<file path="config.mk">
export PLATFORM = sky130hd
export DESIGN_NAME = pcie_tx_framer
export DESIGN_NICKNAME = d
export VERILOG_FILES = /design/src/rtl/pcie_tx_framer_pkg.sv /design/src/rtl/pcie_tx_framer_skp_timer.sv /design/src/rtl/pcie_tx_framer.sv
export SDC_FILE = /design/constraint.sdc
export NUM_CORES = 1
export LEC_CHECK = 0
export ABC_CLOCK_PERIOD_IN_PS = 1600
export BUFFER_PORTS_ARGS = -buffer_cell sky130_fd_sc_hd__buf_2
export CAP_MARGIN = 10
export CORE_AREA = 2 2 79 89
export DETAILED_ROUTE_END_ITERATION = 6
export DIE_AREA = 0 0 81 91
export PLACE_DENSITY_LB_ADDON = 0.1
export RECOVER_POWER = 50
export SLEW_MARGIN = 20
export SYNTH_ARGS = -nofsm -noshare
export SYNTH_HDL_FRONTEND = slang
export SYNTH_SLANG_ARGS = --single-unit
</file>
<file path="constraint.sdc">
create_clock -name clk -period 1.6 [get_ports clk]
set_input_delay 0.24 -clock clk [delete_from_list [all_inputs] [get_ports clk]]
set_output_delay 0.24 -clock clk [all_outputs]
set_load 0.01 [all_outputs]
</file>
<file path="src/rtl/pcie_tx_framer_pkg.sv">
// Shared PCIe framing definitions: 8b/10b K-code byte values and framer states.
package pcie_tx_framer_pkg;

    localparam logic [7:0] K_COM = 8'hBC;  // K28.5
    localparam logic [7:0] K_SKP = 8'h1C;  // K28.0
    localparam logic [7:0] K_STP = 8'hFB;  // K27.7
    localparam logic [7:0] K_SDP = 8'h5C;  // K28.2
    localparam logic [7:0] K_END = 8'hFD;  // K29.7
    localparam logic [7:0] K_EDB = 8'hFE;  // K30.7
    localparam logic [7:0] K_PAD = 8'hF7;  // K23.7

    typedef enum logic [1:0] {
        ST_IDLE,
        ST_PKT,
        ST_TAIL,
        ST_SKP
    } framer_state_e;

endpackage

</file>
<file path="src/rtl/pcie_tx_framer_skp_timer.sv">
// SKP interval timer: free-running 12-bit counter plus a non-stacking pending flag.
module pcie_skp_timer #(
    parameter int unsigned SKP_INTERVAL = 1180
) (
    input  logic clk,
    input  logic rst_n,
    input  logic start,
    output logic pending,
    output logic pending_next
);

    logic [11:0] cnt;
    logic        wrap;

    assign wrap = (cnt == 12'(SKP_INTERVAL - 1));

    // A wrap coinciding with the start of an owed SKP is absorbed by it.
    always_comb begin
        pending_next = pending;
        if (start)
            pending_next = 1'b0;
        else if (wrap)
            pending_next = 1'b1;
    end

    always_ff @(posedge clk) begin
        if (!rst_n) begin
            cnt     <= '0;
            pending <= 1'b0;
        end else begin
            cnt     <= wrap ? '0 : cnt + 12'd1;
            pending <= pending_next;
        end
    end

endmodule

</file>
<file path="src/rtl/pcie_tx_framer.sv">
// PCIe transmit framer: wraps TLP/DLLP beats with STP/SDP and END/EDB/PAD symbols.
// SKP ordered-set insertion is built only when PCIE_FRAMER_SKP_EN is defined.
module pcie_tx_framer
    import pcie_tx_framer_pkg::*;
#(
    parameter int unsigned LANES        = 4,
    parameter int unsigned SKP_INTERVAL = 1180
) (
    input  logic                 clk,
    input  logic                 rst_n,
    input  logic                 in_valid,
    output logic                 in_ready,
    input  logic [8*LANES-1:0]   in_data,
    input  logic                 in_sop,
    input  logic                 in_eop,
    input  logic                 in_kind,
    input  logic [2:0]           in_nbytes,
    input  logic                 in_bad,
    output logic [8*LANES-1:0]   tx_data,
    output logic [LANES-1:0]     tx_k,
    output logic                 skp_pending
);

    framer_state_e        state, next_state;
    logic [7:0]           carry, carry_next;
    logic                 tail_bad, tail_bad_next;
    logic                 tail_carry, tail_carry_next;
    logic [1:0]           skp_phase, phase_next;
    logic [8*LANES-1:0]   data_d;
    logic [LANES-1:0]     k_d;
    logic                 accept;
    logic                 pend_next;
    logic                 in_ready_d;
    int unsigned          nb;

`ifdef PCIE_FRAMER_SKP_EN
    logic skp_start;
    assign skp_start = (state != ST_SKP) && (next_state == ST_SKP);

    pcie_skp_timer #(.SKP_INTERVAL(SKP_INTERVAL)) u_skp_timer (
        .clk          (clk),
        .rst_n        (rst_n),
        .start        (skp_start),
        .pending      (skp_pending),
        .pending_next (pend_next)
    );
`else
    assign skp_pending = 1'b0;
    assign pend_next   = 1'b0;
`endif

    always_comb begin
        next_state      = state;
        carry_next      = carry;
        tail_bad_next   = tail_bad;
        tail_carry_next = tail_carry;
        phase_next      = skp_phase;
        data_d          = '0;
        k_d             = '0;
        accept          = in_valid && in_ready;
        nb              = {29'd0, in_nbytes};
        case (state)
            ST_IDLE: begin
                if (skp_pending) begin
                    next_state = ST_SKP;
                end else if (accept && in_sop) begin
                    data_d[7:0] = in_kind ? K_SDP : K_STP;
                    k_d[0]      = 1'b1;
                    for (int unsigned i = 1; i < LANES; i++)
                        data_d[8*i +: 8] = in_data[8*(i-1) +: 8];
                    carry_next = in_data[8*(LANES-1) +: 8];
                    next_state = ST_PKT;
                end
            end
            ST_PKT: begin
                // in_sop is deliberately ignored here; every accepted beat is payload.
                if (accept) begin
                    data_d[7:0] = carry;
                    for (int unsigned i = 1; i < LANES; i++)
                        data_d[8*i +: 8] = in_data[8*(i-1) +: 8];
                    if (in_eop && (nb + 2 <= LANES)) begin
                        for (int unsigned i = 1; i < LANES; i++) begin
                            if (i == nb + 1) begin
                                data_d[8*i +: 8] = in_bad ? K_EDB : K_END;
                                k_d[i]           = 1'b1;
                            end else if (i > nb + 1) begin
                                data_d[8*i +: 8] = K_PAD;
                                k_d[i]           = 1'b1;
                            end
                        end
                        next_state = skp_pending ? ST_SKP : ST_IDLE;
                    end else begin
                        carry_next = in_data[8*(LANES-1) +: 8];
                        if (in_eop) begin
                            tail_bad_next   = in_bad;
                            tail_carry_next = (nb == LANES);
                            next_state      = ST_TAIL;
                        end
                    end
                end
            end
            ST_TAIL: begin
                k_d = '1;
                for (int unsigned i = 0; i < LANES; i++)
                    data_d[8*i +: 8] = K_PAD;
                if (tail_carry) begin
                    data_d[7:0]  = carry;
                    k_d[0]       = 1'b0;
                    data_d[15:8] = tail_bad ? K_EDB : K_END;
                end else begin
                    data_d[7:0] = tail_bad ? K_EDB : K_END;
                end
                next_state = skp_pending ? ST_SKP : ST_IDLE;
            end
            ST_SKP: begin
                k_d = '1;
                for (int unsigned i = 0; i < LANES; i++)
                    data_d[8*i +: 8] = (skp_phase == 2'd0) ? K_COM : K_SKP;
                phase_next = skp_phase + 2'd1;
                if (skp_phase == 2'd3)
                    next_state = ST_IDLE;
            end
            default: next_state = ST_IDLE;
        endcase
        // in_ready is registered, so it is derived from the state being entered.
        in_ready_d = (next_state == ST_PKT) || ((next_state == ST_IDLE) && !pend_next);
    end

    always_ff @(posedge clk) begin
        if (!rst_n) begin
            state      <= ST_IDLE;
            carry      <= '0;
            tail_bad   <= 1'b0;
            tail_carry <= 1'b0;
            skp_phase  <= '0;
            tx_data    <= '0;
            tx_k       <= '0;
            in_ready   <= 1'b0;
        end else begin
            state      <= next_state;
            carry      <= carry_next;
            tail_bad   <= tail_bad_next;
            tail_carry <= tail_carry_next;
            skp_phase  <= phase_next;
            tx_data    <= data_d;
            tx_k       <= k_d;
            in_ready   <= in_ready_d;
        end
    end

endmodule

</file>
* Word level (Yosys, flattened, before mapping)
Index checks and enable logic that the tools add are counted.
** Word-level totals
- Bits in registers :: 51
- Input port bits :: 42
- Output and inout bits :: 38
- Word-level logic and storage cells :: 77
** Operators by class
- Add/sub/neg operators :: 3
- $lt $le $gt $ge :: 4
- Equality and inequality tests :: 12
- Muxes and demuxes :: 38
- Bitwise gates (word level) :: 1
- Reduce and logical (&&, ||, !) cells :: 11
** Operators with widths (count)
- one-hot mux 32 bit (4 select lines) :: 1
- two-way mux 8 bit :: 12
- equality test 2 x 32 -> 1 bit (first input constant) :: 2
- two-way mux 32 bit :: 2
- equality test 1 x 32 -> 1 bit (first input constant) :: 1
- greater-than comparator 1 x 32 -> 1 bit (first input constant) :: 1
- greater-than comparator 2 x 32 -> 1 bit (first input constant) :: 1
- two-way mux 24 bit :: 1
- one-hot mux 8 bit (2 select lines) :: 1
- two-way mux 2 bit :: 7
- two-way mux 1 bit :: 8
- one-hot mux 2 bit (4 select lines) :: 1
- AND reduction 4 bit :: 2
- equality test 2 bit (second input constant) :: 3
- zero test 2 bit :: 3
- two-way mux 3 bit :: 2
- inequality test 2 bit (second input constant) :: 3
- one-hot mux 3 bit (2 select lines) :: 1
- adder 3 x 1 -> 4 bit (second input constant) :: 1
- adder 3 x 2 -> 4 bit (second input constant) :: 1
- equality test 2 x 1 -> 1 bit (second input constant) :: 2
- greater-than comparator 2 x 4 -> 1 bit (first input constant) :: 1
- <= comparator 4 x 3 -> 1 bit (second input constant) :: 1
- two-way mux 4 bit :: 1
- 8 further kinds :: 10

* Depth between registers and ports, before layout
Gate-level depths: netlist of run 1.
- Word-level depth :: 8
- Mapped depth :: 7
- Mapped depth without buffers :: 6

* Least setup slack after synthesis of run 1
OpenSTA, ideal clock, no wires.
- Kind :: input-to-reg
- Start :: input port in_nbytes[1]
- End :: register tx_data[29]
- Arrival :: 1.566 ns
- Path slack :: -0.080 ns
- Cell stages on the path :: 6
- Buffers on the path :: 1
- Path through :: ha_1 -> and2_1 -> o2111ai_1 -> buf_2 -> o21ai_1 -> a21o_1
** On the way
- Word-level cells in the longest chain between the ends :: 7
- Elaborated cells on any way between the ends :: 11
** RTL lines
- from (decl) :: line pcie_tx_framer.sv:17 : input logic [2:0] in_nbytes,
- adder 3 x 1 -> 4 bit :: line pcie_tx_framer.sv:83, pcie_tx_framer.sv:86
- greater-than comparator 2 x 4 -> 1 bit :: line pcie_tx_framer.sv:86 : end else if (i > nb + 1) begin
- two-way mux 8 bit :: line pcie_tx_framer.sv:86
- two-way mux 8 bit :: line pcie_tx_framer.sv:83 : if (i == nb + 1) begin
- two-way mux 24 bit * :: line pcie_tx_framer.sv:81 : if (in_eop && (nb + 2 <= LANES)) begin
- two-way mux 32 bit * :: line pcie_tx_framer.sv:77 : if (accept) begin
- one-hot mux 32 bit (4 select lines) * :: line pcie_tx_framer.sv:62 : case (state)
- to (signal assigned) :: line pcie_tx_framer.sv:145 : tx_data <= data_d;
- to (decl) :: line pcie_tx_framer.sv:19 : output logic [8*LANES-1:0] tx_data,
Every way passes the cells marked *; elsewhere a longest branch is shown, timed or not.
A chain may end at the register's enable or synchronous reset.

* Worst setup path in the final report of run 1
- Start :: register state[1]
- End :: register tail_bad
** On the way
- Word-level cells in the longest chain between the ends :: 2
** RTL lines
- from (decl) :: line pcie_tx_framer.sv:24 : framer_state_e state, next_state;
- from (signal assigned) :: line pcie_tx_framer.sv:140 : state <= next_state;
- equality test 2 x 1 -> 1 bit :: line pcie_tx_framer.sv:62
- AND reduction 4 bit (no line)
- to (signal assigned) :: line pcie_tx_framer.sv:142 : tail_bad <= tail_bad_next;
- to (decl) :: line pcie_tx_framer.sv:26 : logic tail_bad, tail_bad_next;
Every way passes these cells.

==> impl_metrics.ini, run 1 <==
[worst_setup_path]
slowest_stage = or4b_4
cp-start-kind = flip-flop
r2r_start = state[1]$_SDFF_PN0_
crit_buf_inv = 1
critPathCaptureType = flip-flop
reg2reg_slack_ns = 0.07
path_cells = and4b_1, or4b_4, buf_4, mux2i_1, nor2_1
critPathMaxFanout = 5
r2r_cells = 5
crit_family = simple AND/OR/NAND/NOR gates
rr_endpoint = tail_bad$_SDFFE_PN0P_
crit_type = flip-flop to flip-flop
crit_required_ns = 1.81
crit_arrival_ns = 1.74
worst_path_largest_cell_delay_ns = 0.49

[die]
initial_core_util = 0.361
num_io_pins = 80
core_um2 = 6440
num_rows = 31
die_w_um = 81
chipHeight_um = 91
fp.dieArea_um2 = 7370

[cells_and_area]
mostFrequentLayoutCells = 48 x dfxtp_1, 42 x buf_2, 36 x clkbuf_1, 36 x buf_4, 27 x nand2_1
final_nets = 417
mostFrequentLayoutCell = dfxtp_1
diodes = 0
final_area_um2 = 3170
nFillCells = 673
drive_gt1_frac = 0.276
area_delta_synth_final_pct = 36.3

[timing]
finalCriticalPeriod_ns = 1.53
finalSetupTns_ns = 0
setup_viol = 0
post-route-period-util = 0.957
clock_skew_ns = 0.00610
finalHoldViolCount = 0
drv_slew = 0
fmax_ghz = 0.653

[place]
gp_congestion = 0.840
portBuffers = 78
post_dp_cell_area_um2 = 3020
hpwl_mm = 5.13

[synth]
ys_seq_elements = 51
synth_cells = 263
ys_warn_count = 0
ys_seq_area_frac = 0.439
synth-compound-area-share = 0.248
synth_xor_area_frac = 0.00753
synth-edff-count = 0
synthAdderAreaFrac = 0.0376
synthArstFlopShare = 0
synth_area_leaders = dfxtp_1 44%, nand2_1 4.5%, mux2i_1 3.9%, ha_1 3.8%, nor2_1 3.4%
syn_area_per_cell_um2 = 8.85
synth_top_area_share = 0.439
synthDistinctLibCells = 51
yosysTopAreaCell = dfxtp_1
syn-num-nets = 312
netlist_area_um2 = 2330
synthMuxAreaShare = 0.0387
synth_flop_cell = dfxtp_1
synth_top_family_by_area = compound AO/OA/AOI/OAI gates
synth-simple-area-share = 0.178

[routing]
top_layer = met4
vias_per_cell = 5.14
dr.pass1.iters = 4
vias = 2319
final_antenna_net_count = 0
wire_per_inst_um = 14.8
wl_mm = 6.67
met1_length_mm = 2.99
drc = 0
dr_wl_met2_mm = 3.17
met3_length_um = 395
drt-initial-drc-count = 84

[power]
fin_total_pwr_mw = 2.73
peakVddDrop_uv = 549
power_leakage_nw = 1.40
powerDensity_nw_per_um2 = 861

[job]
max_cap_violations = 0

[clock_network]
numCtsBuffers = 5
h-tree-depth = 2
cts_sinks = 51
clk_pin_slew_ns = 0.10
cts-root-buf = clkbuf_8
holdBufCountCts = 0
cts_tree = done
clock_path_buffers = 2
clkLatencyLatePin_ns = 0.30

[global_routing]
grt_usage = 0.183
grt_overflow = 0
grt_pass1_wl_mm = 10.6
grt_antenna_before_repair = 0
grt_pass1_vias = 2181
grt_max_degree = 19

[hold_path]
min_to = tx_data[21]$_SDFF_PN0_
hold_depth = 2
min_path_type = primary input to flip-flop
hp-start = in_data[13]

[run_status]
status = complete, no violations
[state kept, by name, summed over array words and instances, names as in the netlist]
| signal | count |
|---|---|
| tail_carry | 1 |
| tail_bad | 1 |
| tx_data | 32 |
| in_ready | 1 |
| carry | 8 |
| skp_phase | 2 |
| state | 2 |
| tx_k | 4 |
[cells by family after synthesis]
kind of cell	count (synthesis)
simple gates	84
fa+ha+maj	7
buf+inv	27
other cells	1
compound gates	82
mux	9
flops	51
xor+xnor	2
[metrics by stage]
| stage | hold slack (ns) | setup WS [ns] | utilization | cells |
|---|---|---|---|---|
| floorplan | 0.350 | -0.0385 | - | 263 |
| CTS | 0.117 | 0.0177 | 0.492 | 449 |
| finish | 0.128 | 0.0681 | 0.493 | 451 |
| detailed placement | 0.442 | -0.336 | 0.470 | 441 |
| global route | 0.118 | -0.0175 | 0.493 | 451 |
| global placement | 0.437 | -0.309 | 0.470 | 441 |
[how the worst max path moves through the flow]
stage / cells past startpoint / to / start / slack [ns]
after floorplan: 5 / tail_carry$_SDFFE_PN0P_ / in_nbytes[1] / -0.04
after global placement: 7 / carry[5]$_SDFFE_PN0P_ / in_nbytes[1] / -0.31
after detailed placement: 7 / carry[5]$_SDFFE_PN0P_ / in_nbytes[1] / -0.34
after CTS: 7 / tx_data[1]$_SDFF_PN0_ / state[0]$_SDFF_PN0_ / 0.02
after global routing: 7 / tx_data[1]$_SDFF_PN0_ / state[0]$_SDFF_PN0_ / -0.02
final: 5 / tail_bad$_SDFFE_PN0P_ / state[1]$_SDFF_PN0_ / 0.07
[where the power goes]
group	internal [mW]	switching (mW)	leakage [nW]
clock	0.635	0.451	0.0703
sequential	1.30	0.0123	0.414
combinational	0.154	0.181	0.916
total	2.09	0.645	1.40
[metal layers]
layer  up-vias  track usage
met3        11       0.0328
li1       1157            -
met4         0       0.0551
met2        74        0.308
met1      1077        0.236
met5         -            0
[Yosys cell counts (3+ instances only)]
library cell / count
dfxtp_1: 51
nand2_1: 28
nor2_1: 21
o21ai_0: 14
a21oi_1: 13
inv_1: 10
clkbuf_1: 9
mux2i_1: 9
a21o_1: 8
ha_1: 7
o31a_1: 6
and3_1: 5
buf_2: 5
nand3_1: 5
o211ai_1: 5
a221oi_1: 4
nor2b_1: 4
o2111ai_1: 4
o22ai_1: 4
and2_1: 3
nor3_1: 3
nor3b_1: 3
o21a_1: 3
[area by class of cell]
| type | count | area (um^2) | share of cell area |
|---|---|---|---|
| clock inverters | 3 | 71.3 | 0.0225 |
| flip-flops and latches | 51 | 1020 | 0.323 |
| inverters | 10 | 37.5 | 0.0118 |
| repair buffers | 115 | 636 | 0.200 |
| well taps | 82 | 103 | 0.0323 |
| clock buffers | 5 | 68.8 | 0.0217 |
| multi-input cells | 185 | 1230 | 0.388 |
[worst register-to-register path, delay by kind of cell (launching register included)]
| kind | cells | cell delay [ns] |
|---|---|---|
| buffers and inverters | 1 | 0.15 |
| multiplexers | 1 | 0.13 |
| flip-flops | 1 | 0.35 |
| AND/OR/NAND/NOR | 3 | 0.81 |
[repair_timing]
action	4_1_cts	5_1_grt
endpoints found under the hold margin	0	0
setup buffers	0	2
setup endpoints to repair	8	35
pin swaps	0	1
resized for setup	1	12
Power figures use the tool's default switching activity.
==> run 2: changes to the inputs <==
Settings changed: CORE_AREA 2 2 79 89 to 2 2 72 81, DIE_AREA 0 0 81 91 to 0 0 74 83.
==> impl_metrics.ini, run 2 (synthesis gave the netlist of run 1 again) <==
[power]
comb_power_share = 0.131
pwr-share-seq = 0.540
peakVddDrop_uv = 511
fin_total_pwr_mw = 2.42
internal_power_mw = 1.80
switching_share = 0.259
clkPwrFrac = 0.329
p_sw_mw = 0.628
power_leakage_nw = 1.34
powerDensity_nw_per_um2 = 798

[global_routing]
grt_antenna_before_repair = 0
use_met1 = 0.290
grt_max_degree = 21
busiest_layer = met2
grt_overflow = 0
grt_pass1_wl_mm = 10.5
grtUsageMet3 = 0.0485
grt_pass1_vias = 2191
grtUsageMet2 = 0.346
grt_usage = 0.215

[cells_and_area]
largest_registers = tx_data x32, carry x8, tx_k x4
largest_reg_flops = 32
mostFrequentLayoutCell = dfxtp_1
fin_cells = 437
fin_util = 0.574
drive_gt1_frac = 0.243
diodes = 0
top_register = tx_data
mostFrequentLayoutCells = 49 x dfxtp_1, 41 x buf_2, 37 x clkbuf_1, 29 x buf_4, 28 x nand2_1
final_nets = 410
area_delta_synth_final_pct = 30.5
final_area_um2 = 3040

[routing]
drc = 0
final_antenna_net_count = 0
dr.pass1.iters = 4
wire_per_inst_um = 14.4
wl_mm = 6.29
vias_per_cell = 5.15
vias = 2249
drt-initial-drc-count = 249

[worst_setup_path]
crit_family = simple AND/OR/NAND/NOR gates
critPathCaptureType = flip-flop
worst_path_largest_cell_delay_ns = 0.49
path_cells = and4b_1, or4b_4, or2_1, a21oi_2
critPathMaxFanout = 6
slowest_stage = or4b_4
crit_type = flip-flop to flip-flop
crit_required_ns = 1.85
crit_arrival_ns = 1.78
cp-start-kind = flip-flop
crit_buf_inv = 0

[clock_network]
clock_path_buffers = 2
clkLatencyLatePin_ns = 0.31
cts_sinks = 51
cts-root-buf = clkbuf_8
clk_pin_slew_ns = 0.10
postCtsSetupRepairBufs = 0
numCtsBuffers = 5
cts_tree = done
holdBufCountCts = 0
h-tree-depth = 2

[timing]
drv_slew = 0
rsz0062_at_grt = yes
clock_skew_ns = 0.00756
post-route-period-util = 0.955
fmax_ghz = 0.654
finalHoldViolCount = 0
finalCriticalPeriod_ns = 1.53
setup_viol = 0

[die]
core_um2 = 5290
num_rows = 28
initial_core_util = 0.440
die_w_um = 74
chipHeight_um = 83
num_io_pins = 80
fp.dieArea_um2 = 6140

[place]
dp.cells = 429
post_dp_cell_area_um2 = 2980
hpwl_mm = 4.76
portBuffers = 78
gp_congestion = 0.925

[run_status]
status = complete, no violations

[hold_path]
min_path_type = primary input to flip-flop

[job]
max_cap_violations = 0
run 2: changes by cell type in the layout (fill, tap and decap cells not counted), moves of 2 or more:
cell	previous run	this run
buf_4	36	29
a221oi_2	2	0
bufinv_16	2	0
a221oi_1	2	4
run 2: through the flow:
step / setup slack (ns) / setup TNS [ns] / hold WS (ns)
floorplan: -0.0385 / -0.107 / 0.350
global placement: -0.276 / -5.95 / 0.437
detailed placement: -0.316 / -7.02 / 0.438
CTS: 0.0184 / 0 / 0.109
global route: -0.0308 / -0.0851 / 0.113
finish: 0.0718 / 0 / 0.117
run 2: worst reg2reg max path: stages, from the launching register on:
cell and delay [ns]:
dfxtp_2 0.36, and4b_1 0.27, or4b_4 0.49, or2_1 0.24
a21oi_2 0.12
run 2: final cells by class:
cell class	count	area, um^2
multi-input cells	185	1200
fillers	528	2250
repair buffers	108	582
clock inverters	2	13.8
well taps	75	93.8
inverters	10	37.5
flip-flops and latches	51	1020
clock buffers	6	82.6
run 2: power by group through the flow:
stage | Clock (mW) | Sequential (mW) | Combinational [mW]
detailed placement | 0 | 1.34 | 0.317
global route | 0.866 | 1.31 | 0.353
global placement | 0 | 1.34 | 0.316
finish | 0.797 | 1.31 | 0.317
floorplan | 0 | 1.35 | 0.148
CTS | 0.817 | 1.31 | 0.319
run 2: routing by layer:
metal	up-vias	wire length, um
met2	86	2950
met4	0	70
met3	7	467
met5	-	0
met1	1010	2800
li1	1146	-
run 2: worst paths after layout:
path,startpoint,endpoint,slack [ns],cells past startpoint
max,state[1]$_SDFF_PN0_,tail_carry$_SDFFE_PN0P_,0.07,4
min,in_data[5],tx_data[13]$_SDFF_PN0_,0.12,2
max reg2reg,state[1]$_SDFF_PN0_,tail_carry$_SDFFE_PN0P_,0.07,4
min reg2reg,carry[0]$_SDFFE_PN0P_,carry[0]$_SDFFE_PN0P_,0.47,2
run 2: repair_timing:
item,CTS,global route
endpoints found under the setup margin,3,26
pin swaps,0,1
endpoints found under the hold margin,0,0
gates resized for setup,1,7
==> run 3: changes to the inputs <==
Settings changed: GPL_TIMING_DRIVEN from default to 0.
==> impl_metrics.ini, run 3 (synthesis gave the netlist of run 1 again) <==
[run_status]
status = complete, no violations

[global_routing]
grt_pass1_vias = 2148
grt_antenna_before_repair = 0
use_met1 = 0.283
busiest_layer = met2
grt_overflow = 0
grtUsageMet3 = 0.0461
grtUsageMet2 = 0.357
grt_pass1_wl_mm = 10.6
grt_max_degree = 16
grt_usage = 0.220

[timing]
drv_slew = 0
finalHoldViolCount = 0
relSlewSlack = 0.598
setup_slack_ns = 0.0552
whs_ns = 0.124
fmax_ghz = 0.647
finalCriticalPeriod_ns = 1.54
finalSetupTns_ns = 0
worst_pin_slew_ns = 0.602
post-route-period-util = 0.966
setup_viol = 0
clock_skew_ns = 0.00534
rsz0062_at_grt = yes

[cells_and_area]
area_delta_synth_final_pct = 30.6
drive_gt1_frac = 0.236
nFillCells = 511
largest_reg_flops = 32
largest_registers = tx_data x32, carry x8, tx_k x4
top_register = tx_data
final_area_um2 = 3040
diodes = 0
multi_input_area_um2 = 1300
mostFrequentLayoutCell = dfxtp_1
regArea_um2 = 1030
final_nets = 400
mostFrequentLayoutCells = 48 x dfxtp_1, 43 x clkbuf_1, 43 x buf_2, 28 x nand2_1, 18 x nor2_1

[hold_path]
hold_depth = 2
hp-start = in_data[7]
min_path_type = primary input to flip-flop
min_to = tx_data[15]$_SDFF_PN0_

[clock_network]
cts_tree = done
cts_sinks = 51
cts-root-buf = clkbuf_8
numCtsBuffers = 5
clock_path_buffers = 2
clk_pin_slew_ns = 0.09
h-tree-depth = 2
clkLatencyLatePin_ns = 0.30

[die]
core_um2 = 5290
initial_core_util = 0.440
die_w_um = 74
fp.dieArea_um2 = 6140
num_io_pins = 80
chipHeight_um = 83
num_rows = 28

[worst_setup_path]
crit_required_ns = 1.84
r2r_start = state[0]$_SDFF_PN0_
critPathCaptureType = flip-flop
reg2reg_slack_ns = 0.06
crit_arrival_ns = 1.79
critPathMaxFanout = 6
startpoint = state[0]$_SDFF_PN0_
rr_endpoint = tail_carry$_SDFFE_PN0P_
r2r_cells = 4
crit_type = flip-flop to flip-flop
cp-start-kind = flip-flop

[routing]
dr.pass1.iters = 4
drc = 0
vias = 2310
wl_mm = 6.68
drt-initial-drc-count = 166
wire_per_inst_um = 15.6
vias_per_cell = 5.41
final_antenna_net_count = 0

[place]
gp_congestion = 0.825
portBuffers = 77
hpwl_mm = 4.75
post_dp_cell_area_um2 = 2810
preCtsSetupSlack_ns = -0.511

[power]
power_leakage_nw = 1.29
peakVddDrop_uv = 475
powerDensity_nw_per_um2 = 793

[job]
max_cap_violations = 0
==> run 3: cell count changes in the layout (fill, tap and decap cells not counted), moves of 2 or more <==
cell	delta
ha_1	-2
clkbuf_1	+6
nor3b_1	-2
ha_4	+2
dfxtp_4	+2
buf_6	+4
buf_2	+2
buf_4	-22
clkbuf_2	+2
nor2_1	-2
o21ai_0	-2
==> run 3: cell type report <==
| type | count | share of cell area |
|---|---|---|
| repair buffers | 82 | 0.126 |
| clock buffers | 7 | 0.0284 |
| inverters | 10 | 0.0124 |
| flip-flops and latches | 51 | 0.339 |
| clock inverters | 1 | 0.00288 |
| multi-input cells | 185 | 0.429 |
| well taps | 75 | 0.0309 |
| plain buffers | 16 | 0.0325 |
==> run 3: what timing repair did <==
item	CTS	global route
setup endpoints to repair	38	32
pin swaps	0	3
hold buffers	0	0
gates resized for setup	16	29
buffers inserted	2	3
endpoints found under the hold margin	0	0
==> run 3: where the power goes <==
group          total, mW  internal [mW]  switching (mW)  leakage, nW
Combinational      0.333          0.137           0.195        0.825
Clock              0.770          0.355           0.415       0.0484
Sequential          1.31           1.30          0.0120        0.415
Total               2.41           1.79           0.622         1.29
==> run 3: stage by stage <==
stage          std cells  total power, mW   util
4_1_cts              424             2.41  0.562
5_1_grt              427             2.52  0.575
3_3_place_gp         415             1.62  0.532
6_report             427             2.41  0.575
3_5_place_dp         415             1.62  0.532
2_1_floorplan        263             1.50      -
==> run 3: how the worst max path moves through the flow <==
stage                              endpoint  slack [ns]
floorplan           tail_carry$_SDFFE_PN0P_       -0.04
global placement     tx_data[17]$_SDFF_PN0_       -0.50
detailed placement   tx_data[17]$_SDFF_PN0_       -0.51
CTS                   carry[5]$_SDFFE_PN0P_        0.02
global route         tx_data[16]$_SDFF_PN0_       -0.03
finish              tail_carry$_SDFFE_PN0P_        0.06
==> run 3: worst max-delay path, stage by stage (launching register included) <==
cell and delay (ns):
dfxtp_4 0.38, and4b_1 0.22, or4b_4 0.50, or2_1 0.26, a21oi_2 0.12
==> run 3: routing by layer <==
metal  vias to the layer above  share of wire
met5                         -              0
met4                         0          0.027
met3                        15          0.086
met2                       117           0.48
met1                      1043           0.41
li1                       1135              -
